===== config.mk =====
export PLATFORM = sky130hd
export DESIGN_NAME = marin_wb_arbiter
export DESIGN_NICKNAME = d
export VERILOG_FILES = /design/src/rtl/marin_wb_arbiter.sv
export SDC_FILE = /design/constraint.sdc
export NUM_CORES = 1
export LEC_CHECK = 0
export BUFFER_PORTS_ARGS = -buffer_cell sky130_fd_sc_hd__buf_4
export CORE_AREA = 2 2 126 128
export CTS_BUF_LIST = sky130_fd_sc_hd__clkbuf_4 sky130_fd_sc_hd__clkbuf_8
export CTS_CLUSTER_DIAMETER = 150
export DETAILED_ROUTE_END_ITERATION = 10
export DIE_AREA = 0 0 128 130
export HOLD_SLACK_MARGIN = 0.06
export PLACE_DENSITY = 0.42
export SYNTH_ARGS = -nofsm -noshare
export SYNTH_HDL_FRONTEND = slang
export SYNTH_SLANG_ARGS = --single-unit

===== constraint.sdc =====
create_clock -name clk_i -period 4.9 [get_ports clk_i]
set_input_delay 0.98 -clock clk_i [delete_from_list [all_inputs] [get_ports clk_i]]
set_output_delay 0.98 -clock clk_i [all_outputs]
set_load 0.01 [all_outputs]

===== src/rtl/marin_wb_arbiter.sv =====
// Two-master Wishbone arbiter. Grants the bus to one master at a time with
// round-robin tie-break and issues an error when a strobed access waits too long.
module marin_wb_arbiter #(
  parameter int ADDR_WIDTH = 32,
  parameter int DATA_WIDTH = 32,
  parameter int TIMEOUT    = 255
) (
  input  logic                    clk_i,
  input  logic                    rst_i,
  input  logic                    m0_cyc_i,
  input  logic                    m0_stb_i,
  input  logic                    m0_we_i,
  input  logic [DATA_WIDTH/8-1:0] m0_sel_i,
  input  logic [ADDR_WIDTH-1:0]   m0_adr_i,
  input  logic [DATA_WIDTH-1:0]   m0_dat_i,
  output logic [DATA_WIDTH-1:0]   m0_dat_o,
  output logic                    m0_ack_o,
  output logic                    m0_err_o,
  input  logic                    m1_cyc_i,
  input  logic                    m1_stb_i,
  input  logic                    m1_we_i,
  input  logic [DATA_WIDTH/8-1:0] m1_sel_i,
  input  logic [ADDR_WIDTH-1:0]   m1_adr_i,
  input  logic [DATA_WIDTH-1:0]   m1_dat_i,
  output logic [DATA_WIDTH-1:0]   m1_dat_o,
  output logic                    m1_ack_o,
  output logic                    m1_err_o,
  output logic                    s_cyc_o,
  output logic                    s_stb_o,
  output logic                    s_we_o,
  output logic [DATA_WIDTH/8-1:0] s_sel_o,
  output logic [ADDR_WIDTH-1:0]   s_adr_o,
  output logic [DATA_WIDTH-1:0]   s_dat_o,
  input  logic [DATA_WIDTH-1:0]   s_dat_i,
  input  logic                    s_ack_i,
  input  logic                    s_err_i,
  output logic [1:0]              gnt_o,
  output logic                    tmo_o
);

  localparam logic [7:0] TMO_LAST = 8'(TIMEOUT - 1);

  typedef enum logic [1:0] {
    IDLE = 2'd0,
    GNT0 = 2'd1,
    GNT1 = 2'd2
  } state_t;

  state_t                  r_state;
  state_t                  w_next;
  logic                    r_last;
  logic [7:0]              r_cnt;
  logic                    r_mask;

  logic                    w_cyc;
  logic                    w_stb;
  logic                    w_we;
  logic [DATA_WIDTH/8-1:0] w_sel;
  logic [ADDR_WIDTH-1:0]   w_adr;
  logic [DATA_WIDTH-1:0]   w_dat;
  logic                    w_resp;
  logic                    w_active;
  logic                    w_tmo;

  // Select the current owner's bus signals; all zero when idle.
  always_comb begin
    w_cyc = 1'b0;
    w_stb = 1'b0;
    w_we  = 1'b0;
    w_sel = '0;
    w_adr = '0;
    w_dat = '0;
    case (r_state)
      GNT0: begin
        w_cyc = m0_cyc_i;
        w_stb = m0_stb_i;
        w_we  = m0_we_i;
        w_sel = m0_sel_i;
        w_adr = m0_adr_i;
        w_dat = m0_dat_i;
      end
      GNT1: begin
        w_cyc = m1_cyc_i;
        w_stb = m1_stb_i;
        w_we  = m1_we_i;
        w_sel = m1_sel_i;
        w_adr = m1_adr_i;
        w_dat = m1_dat_i;
      end
      default: begin
        w_cyc = 1'b0;
        w_stb = 1'b0;
      end
    endcase
  end

  assign w_resp   = s_ack_i | s_err_i;
  assign w_active = w_cyc & w_stb;
  // A real slave response on the limit cycle wins over the timeout.
  assign w_tmo    = w_active & ~w_resp & (r_cnt == TMO_LAST);

  // Next-state arbitration; owner keeps the bus until it drops cyc.
  always_comb begin
    w_next = r_state;
    case (r_state)
      IDLE: begin
        if (m0_cyc_i && m1_cyc_i) begin
          w_next = r_last ? GNT0 : GNT1;
        end else if (m0_cyc_i) begin
          w_next = GNT0;
        end else if (m1_cyc_i) begin
          w_next = GNT1;
        end else begin
          w_next = IDLE;
        end
      end
      GNT0: begin
        if (!m0_cyc_i) begin
          w_next = IDLE;
        end else begin
          w_next = GNT0;
        end
      end
      GNT1: begin
        if (!m1_cyc_i) begin
          w_next = IDLE;
        end else begin
          w_next = GNT1;
        end
      end
      default: w_next = IDLE;
    endcase
  end

  // State, last-grant record, timeout counter and post-timeout strobe mask.
  always_ff @(posedge clk_i) begin
    if (rst_i) begin
      r_state <= IDLE;
      r_last  <= 1'b1;
      r_cnt   <= 8'd0;
      r_mask  <= 1'b0;
    end else begin
      r_state <= w_next;
      r_mask  <= w_tmo;
      if ((r_state == GNT0) && !m0_cyc_i) begin
        r_last <= 1'b0;
      end else if ((r_state == GNT1) && !m1_cyc_i) begin
        r_last <= 1'b1;
      end else begin
        r_last <= r_last;
      end
      if (!w_active || w_resp || w_tmo) begin
        r_cnt <= 8'd0;
      end else begin
        r_cnt <= r_cnt + 8'd1;
      end
    end
  end

  assign gnt_o    = {(r_state == GNT1), (r_state == GNT0)};
  assign tmo_o    = w_tmo;

  assign s_cyc_o  = w_cyc;
  assign s_stb_o  = w_stb & ~r_mask;
  assign s_we_o   = w_we;
  assign s_sel_o  = w_sel;
  assign s_adr_o  = w_adr;
  assign s_dat_o  = w_dat;

  assign m0_dat_o = s_dat_i;
  assign m1_dat_o = s_dat_i;
  assign m0_ack_o = (r_state == GNT0) & s_ack_i;
  assign m1_ack_o = (r_state == GNT1) & s_ack_i;
  assign m0_err_o = (r_state == GNT0) & (s_err_i | w_tmo);
  assign m1_err_o = (r_state == GNT1) & (s_err_i | w_tmo);

endmodule


# Word-level counts from Yosys, hierarchy flattened
# Index checks and enable logic that the tools add are counted.
[op_classes] addsub=1 n_eq_ne=3 n_mux=14 bitwise_logic=12 n_reduce_logical=11
[op_table] op="$pmux 32 s2" count=2
[op_table] op="$add 8x1->8 const B" count=1
[op_table] op="$and 1x1->1" count=8
[op_table] op="$eq 8x8->1 const B" count=1
[op_table] op="$mux 2" count=4
[op_table] op="$pmux 4 s2" count=1
[op_table] op="$pmux 1 s2" count=3
[op_table] op="$pmux 2 s3" count=1
[op_table] op="$logic_and 1x1->1" count=3
[op_table] op="$logic_not 1->1" count=3
[op_table] op="$mux 1" count=3
[op_table] op="$eq 2x1->1 const B" count=1
[op_table] op="$eq 2x2->1 const B" count=1
[op_table] op="$logic_not 2->1" count=1
[op_table] op="$logic_or 1x1->1" count=2
[op_table] op="$not 1->1" count=2
[op_table] op="$or 1x1->1" count=2
[op_table] op="$reduce_bool 2->1" count=1
[op_table] op="$reduce_or 2->1" count=1
[totals] ff_bits=12 inputBits=178 output_inout_bits=142

# Longest topological paths before layout
# Gate-level depths: netlist of the first run.
[depth] word_depth=7 ltp_mapped=7 ltp_nobuf=5

# Least setup slack after synthesis of the first run
# No wires, ideal clock.
[synth_path] kind="input port to output port" from="in m1_stb_i" to="out tmo_o" arrival_time_ns=1.718 required_time_ns=3.920 path_slack_ns=2.202 cell_stages=4 n_path_buf=1 path_cell_list="a22o_1 -> nand4b_1 -> clkbuf_1 -> nor2_1"
[synth_between] elab_chain_cells=4
[synth_lines] element="start, declared" line_no="20" text="input logic m1_stb_i,"
[synth_lines] element="$pmux 1 s2" line_no="73" text="case (r_state)"
[synth_lines] element="$and 1x1->1" line_no="98" text="assign w_active = w_cyc & w_stb;"
[synth_lines] element="$and 1x1->1 (2 in series)" line_no="100" text="assign w_tmo = w_active & ~w_resp & (r_cnt == TMO_LAST);"
[synth_lines] element="end, declared" line_no="38" text="output logic tmo_o"
# No other way between the ends.

# Worst setup path in the final report of the first run
[layout_path] from="reg r_state[0]" to="out m1_err_o"
[layout_between] elab_chain_cells=7
[layout_lines] element="start, declared" line_no="49" text="state_t r_state;"
[layout_lines] element="start signal, assigned" line_no="143" text="r_state <= w_next;"
[layout_lines] element="$eq 2x2->1 / $eq 2x1->1 (equally long branches)" line_no="73, 175"
[layout_lines] element="$pmux 1 s2" line_no="73"
[layout_lines] element="$and 1x1->1" line_no="98"
[layout_lines] element="$and 1x1->1 (2 in series)" line_no="100"
[layout_lines] element="$or 1x1->1" line_no="175" text="assign m1_err_o = (r_state == GNT1) & (s_err_i | w_tmo);"
[layout_lines] element="$and 1x1->1 (*)" line_no="175"
[layout_lines] element="end, declared" line_no="27" text="output logic m1_err_o,"
# Every way passes the cells marked *; elsewhere a longest branch is shown, timed or not.

==> results of run 1 <==
-- cell families (layout without fill, tap and decap cells) --
logic type / after synthesis / after routing / share of synthesized area [%]
and+or+nand+nor: 101 / 101 / 27.5
xor gates and xnor gates: 3 / 3 / 1.22
AOI/OAI and AO/OA: 85 / 85 / 28.8
buffers and inverters: 96 / 238 / 27.9
adders and majority gates: 6 / 6 / 3.47
DFF: 12 / 12 / 11.1
-- per-layer routing --
layer | GRT usage, % | up-vias | wire length, µm
met5 | 0 | - | 0
met4 | 2.71 | 0 | 208
met3 | 1.89 | 21 | 688
met2 | 19.7 | 136 | 5150
met1 | 10.6 | 1240 | 3450
li1 | - | 1279 | -
-- flip-flops by register name (all words and copies together), names as in the netlist --
register and flops:
r_cnt 8, r_state 2, r_last 1, r_mask 1
-- power breakdown --
group          total [W]  internal (W)  leakage (nW)  switching, W
registers       0.000101     0.0000993        0.0971    0.00000136
logic           0.000261      0.000152          1.42      0.000110
clock network   0.000105     0.0000708        0.0288     0.0000346
-- layout by cell type, fill, tap and decap left out, drive strengths merged --
cell	n
inv	7
or4	1
nor4	1
a211oi	3
nor2	5
buf	227
xnor2	1
o31ai	4
clkbuf	4
or3	3
and2	2
a22o	1
o21ai	4
nand3	3
xor2	2
a21oi	3
dfxtp	12
ha	6
nor3	6
nand4b	1
a22oi	70
nand2	9
nor2b	70
-- area by class of cell --
| type | instances | area, µm² |
|---|---|---|
| inverters | 7 | 26.3 |
| fillers | 1725 | 11800 |
| multi-input cells | 195 | 1330 |
| flip-flops and latches | 12 | 240 |
| well taps | 192 | 240 |
| repair buffers | 227 | 1700 |
| clock buffers | 4 | 55.1 |
-- through the flow --
stage	utilization (%)	cells	total power (W)	worst slack, ns
2_1_floorplan	-	303	0.000269	2.20
3_3_place_gp	22.9	633	0.000362	1.55
3_5_place_dp	22.9	633	0.000365	1.47
4_1_cts	23.3	637	0.000473	1.21
5_1_grt	23.3	637	0.000500	0.942
6_report	23.3	637	0.000468	1.24
-- final timing paths --
check	from	endpoint	slack, ns	cells past startpoint
worst min-delay path	r_cnt[7]	r_cnt[7]	0.49	2
worst max register to register	r_state[0]	r_cnt[6]	2.57	5
worst min register to register	r_cnt[7]	r_cnt[7]	0.49	2
worst max-delay path	r_state[0]	m1_err_o	1.24	6
-- critical path: stages, from the launching register on --
cell	delay (ns)
dfxtp_1	0.32
inv_1	0.09
ha_2	0.71
a22oi_1	0.18
nand4b_1	0.55
o31ai_1	0.40
buf_4	0.18
==> results.sh, run 1 <==
export IMPL_cts_tree="built"
export IMPL_synth_area_leaders="a22oi_1 (24%), buf_4 (22%), nor2b_1 (20%)"
export IMPL_clock_path_buffers=2
export IMPL_synth_top_area_share_pct=24.3
export IMPL_yosysWarnings=0
export IMPL_ys_seq_area_share_pct=11.1
export IMPL_yosys_area_top_type="a22oi_1"
export IMPL_ys_types=26
export IMPL_syn_nets=487
export IMPL_htreeDepth=1
export IMPL_syn_area_um2=2160
export IMPL_ir_drop_v=0.000112
export IMPL_hp_class="register to register"
export IMPL_finalCritPeriodShare_pct=74.7
export IMPL_syn_avg_cell_area_um2=7.13
export IMPL_status="finished, final reports clean"
export IMPL_setup_viol_count_final=0
export IMPL_skew_ns=0.00116
export IMPL_drv_slew=0
export IMPL_area_delta_synth_final_pct=66.2
export IMPL_holdWs_ns=0.494
export IMPL_ctsResizeCount=0
export IMPL_place_gp_congestion=0.844
export IMPL_post_cts_setup_buffers=0
export IMPL_async_flop_share_pct=0
export IMPL_coreArea_um2=15400
export IMPL_startpoint_type="register"
export IMPL_antennaDiodeCount=0
export IMPL_drive_gt1_share_pct=52.8
export IMPL_antenna_left=0
export IMPL_initial_core_util_pct=14.0
export IMPL_synth_common_cells="a22oi_1 (70), nor2b_1 (70), buf_4 (64)"
export IMPL_crit_path_end_kind="output pin"
export IMPL_drtPass1Iterations=4
export IMPL_grt_pass1_vias=2515
export IMPL_synth_edf_count=0
export IMPL_rsz0062_at_grt="no"
export IMPL_die_h_um=130
export IMPL_clk_pin_slew_worst_paths_ns=0.05
export IMPL_synthCells=303
export IMPL_nets=630
export IMPL_die_area_um2=16600
export IMPL_drc=0
export IMPL_clkSinkCount=12
export IMPL_io_buffers=223
export IMPL_power_density_nw_per_um2=130
export IMPL_dp_hpwl_um=7670
export IMPL_grt_total_usage_pct=9.89
export IMPL_ys_ff_latch=12
export IMPL_finalWirelength_um=9500
export IMPL_slew_headroom_pct=36.4
export IMPL_drtIter0Drc=130
export IMPL_synth_ff_type="dfxtp_1"
export IMPL_finalCriticalPeriod_ns=3.66
export IMPL_p_leak_nw=1.55
export IMPL_vias=2676
export IMPL_tightestPinTransition_ns=0.947
export IMPL_worstSetupPathType="register to output pin"
export IMPL_antenna_found_initial=0
export IMPL_cap_violations=0
export IMPL_io_pins=320
export IMPL_ctsHoldBuffers=0
export IMPL_insertion_delay_ns=0.24
export IMPL_hold_viol_final=0
export IMPL_grt_overflow=0
export IMPL_arrival_ns=2.68
export IMPL_cts_buffers=3
export IMPL_vias_per_cell=4.20
export IMPL_dieWidth_um=128
export IMPL_grt_max_degree=72
export IMPL_cts_root_buf="clkbuf_8"
export IMPL_crit_required_ns=3.92
export IMPL_num_rows=46
export IMPL_fin_area_um2=3590
export IMPL_fmax_mhz=273
export IMPL_wl_per_cell_um=14.9
export IMPL_grt_pass1_wl_um=13300
export IMPL_crit_fanout=41
export IMPL_final_setup_tns_ns=0
export IMPL_dpl_cell_area_um2=3540
Note: power is estimated with default switching activity, not from simulation.
==> run 2: changes to the inputs <==
--- a/config.mk
+++ b/config.mk
@@ -6,13 +6,13 @@
 export NUM_CORES = 1
 export LEC_CHECK = 0
 export BUFFER_PORTS_ARGS = -buffer_cell sky130_fd_sc_hd__buf_4
-export CORE_AREA = 2 2 126 128
+export CORE_AREA = 2 2 123 125
 export CTS_BUF_LIST = sky130_fd_sc_hd__clkbuf_4 sky130_fd_sc_hd__clkbuf_8
 export CTS_CLUSTER_DIAMETER = 150
 export DETAILED_ROUTE_END_ITERATION = 10
-export DIE_AREA = 0 0 128 130
+export DIE_AREA = 0 0 125 127
 export HOLD_SLACK_MARGIN = 0.06
-export PLACE_DENSITY = 0.42
+export PLACE_DENSITY = 0.43
 export SYNTH_ARGS = -nofsm -noshare
 export SYNTH_HDL_FRONTEND = slang
 export SYNTH_SLANG_ARGS = --single-unit
==> constraint.sdc (replaced) <==
create_clock -name clk_i -period 3.6 [get_ports clk_i]
set_input_delay 0.72 -clock clk_i [delete_from_list [all_inputs] [get_ports clk_i]]
set_output_delay 0.72 -clock clk_i [all_outputs]
set_load 0.01 [all_outputs]
==> run 2 against run 1 <==
Critical endpoint unchanged. Die area fell by 4.6%. Global-route usage rose by 0.51 points. Sequential share of layout area barely moved. Final cell count fell by 1.4%. Largest cell class unchanged. Hold slack got worse by 0.0038 ns. Critical path type unchanged. Sequential power rose by 36%. Flip-flop and latch count did not move. Highest routed layer unchanged. Utilization rose by 1.5 points. Total power rose by 31%. First-iteration DRC count fell by 13%.
==> results.sh, run 2 (synthesis gave the netlist of run 1 again) <==
export IMPL_p_sw_w=0.000197
export IMPL_initial_core_util_pct=15.0
export IMPL_holdWs_ns=0.490
export IMPL_cts_buffers=3
export IMPL_final_setup_tns_ns=0
export IMPL_intPower_w=0.000416
export IMPL_reg_largest_list="r_cnt x8, r_state x2"
export IMPL_status="finished, final reports clean"
export IMPL_io_pins=320
export IMPL_fillers=1635
export IMPL_cts_root_buf="clkbuf_8"
export IMPL_clk_pin_slew_worst_paths_ns=0.05
export IMPL_grt_pass1_vias=2615
export IMPL_slew_headroom_pct=32.4
export IMPL_finalCriticalPeriod_ns=3.08
export IMPL_grt_total_usage_pct=10.4
export IMPL_final_common_cell="buf_4"
export IMPL_die_h_um=127
export IMPL_layout_common_cells="buf_4 (227), a22oi_1 (70), nor2b_1 (70)"
export IMPL_clkPwrFrac_pct=19.5
export IMPL_dieWidth_um=125
export IMPL_clock_path_buffers=2
export IMPL_place_gp_congestion=0.835
export IMPL_ir_drop_v=0.000133
export IMPL_vias=2691
export IMPL_cap_violations=0
export IMPL_grt_max_degree=70
export IMPL_critPathMaxStageDelay_ns=0.60
export IMPL_ctsResizeCount=0
export IMPL_crit_fanout=27
export IMPL_coreArea_um2=14400
export IMPL_combPwrFrac_pct=58.2
export IMPL_power_density_nw_per_um2=172
export IMPL_pre_cts_slack_ns=0.713
export IMPL_drtPass1Iterations=4
export IMPL_ctsHoldBuffers=0
export IMPL_crit_chain="inv_1 -> ha_2 -> nand4b_1 -> o31ai_1 -> buf_4"
export IMPL_utilization_pct=24.7
export IMPL_htreeDepth=1
export IMPL_skew_ns=0.00610
export IMPL_sw_frac_of_total_pct=32.2
export IMPL_arrival_ns=2.36
export IMPL_setup_viol_count_final=0
export IMPL_rsz0062_at_grt="no"
export IMPL_drv_slew=0
export IMPL_finalCritPeriodShare_pct=85.7
export IMPL_cp_slowest_cell="ha_2"
export IMPL_worstSetupPathType="register to output pin"
export IMPL_startpoint_type="register"
export IMPL_r2r_start="r_state[0]"
export IMPL_nets=630
export IMPL_area_delta_synth_final_pct=65.1
export IMPL_dp_hpwl_um=7490
export IMPL_antennaDiodeCount=0
export IMPL_regMostFlops="r_cnt"
export IMPL_p_leak_nw=1.54
export IMPL_fmax_mhz=324
export IMPL_crit_required_ns=2.88
export IMPL_hp_start="r_cnt[7]"
export IMPL_hp_class="register to register"
export IMPL_tightestPinTransition_ns=1.00
export IMPL_antenna_found_initial=0
export IMPL_drc=0
export IMPL_antenna_left=0
export IMPL_io_buffers=223
export IMPL_num_rows=44
export IMPL_layout_setup_ws_ns=0.516
export IMPL_cts_tree="built"
export IMPL_vias_per_cell=4.29
export IMPL_post_cts_setup_buffers=0
export IMPL_drive_gt1_share_pct=52.7
export IMPL_clkSinkCount=12
export IMPL_crit_start="r_state[0]"
export IMPL_insertion_delay_ns=0.24
export IMPL_wl_per_cell_um=15.1
export IMPL_finalWirelength_um=9470
export IMPL_largest_reg_flops=8
export IMPL_seq_power_share_pct=22.4
export IMPL_die_area_um2=15900
export IMPL_grt_overflow=0
export IMPL_hold_viol_final=0
export IMPL_crit_path_end_kind="output pin"
export IMPL_grt_pass1_wl_um=13700
export IMPL_drtIter0Drc=113
## run 2: cell count changes in the layout (fill, tap and decap cells not counted), sizes merged
cell    change
clkbuf      -1
## run 2: area by class of cell
type	instances	area [µm²]	share of cell area, %
Multi-Input combinational cell	195	1330	37.1
Timing Repair Buffer	227	1700	47.8
Clock buffer	3	41.3	1.16
Tap cell	184	230	6.45
Sequential cell	12	240	6.73
Inverter	7	26.3	0.737
## run 2: metrics by stage
step	instances	power, W	instance area, µm²
3_5_place_dp	625	0.000500	3530
2_1_floorplan	303	0.000366	2160
3_3_place_gp	625	0.000497	3530
4_1_cts	628	0.000623	3570
6_report	628	0.000613	3570
5_1_grt	628	0.000656	3570
## run 2: power groups by stage
stage | logic, W | clock network [W] | registers, W
CTS | 0.000362 | 0.000124 | 0.000137
global route | 0.000387 | 0.000132 | 0.000137
finish | 0.000356 | 0.000119 | 0.000137
detailed placement | 0.000361 | 0 | 0.000140
global placement | 0.000358 | 0 | 0.000140
floorplan | 0.000227 | 0 | 0.000139
## run 2: path summary, 6_finish.rpt
check	to	slack (ns)	cells past startpoint
min	r_cnt[7]	0.49	2
min reg2reg	r_cnt[7]	0.49	2
max reg2reg	r_cnt[5]	1.57	4
max	m1_err_o	0.52	5
## run 2: per-layer routing
metal | global-route usage, % | vias to the layer above | share of wire, % | wire (µm)
li1 | - | 1283 | - | -
met3 | 2.64 | 13 | 7.7 | 732
met2 | 20.5 | 152 | 54 | 5140
met1 | 11.2 | 1243 | 37 | 3490
met5 | 0 | - | 0 | 0
met4 | 1.96 | 0 | 1.2 | 110
## run 2: worst max-delay path, delay by kind of cell, from the launching register on
family | cells | cell delay [ns]
AND/OR/NAND/NOR | 1 | 0.51
adder cells (fa/ha/maj) | 1 | 0.60
AO/OA/AOI/OAI | 1 | 0.40
flip-flops | 1 | 0.36
buffers and inverters | 2 | 0.26
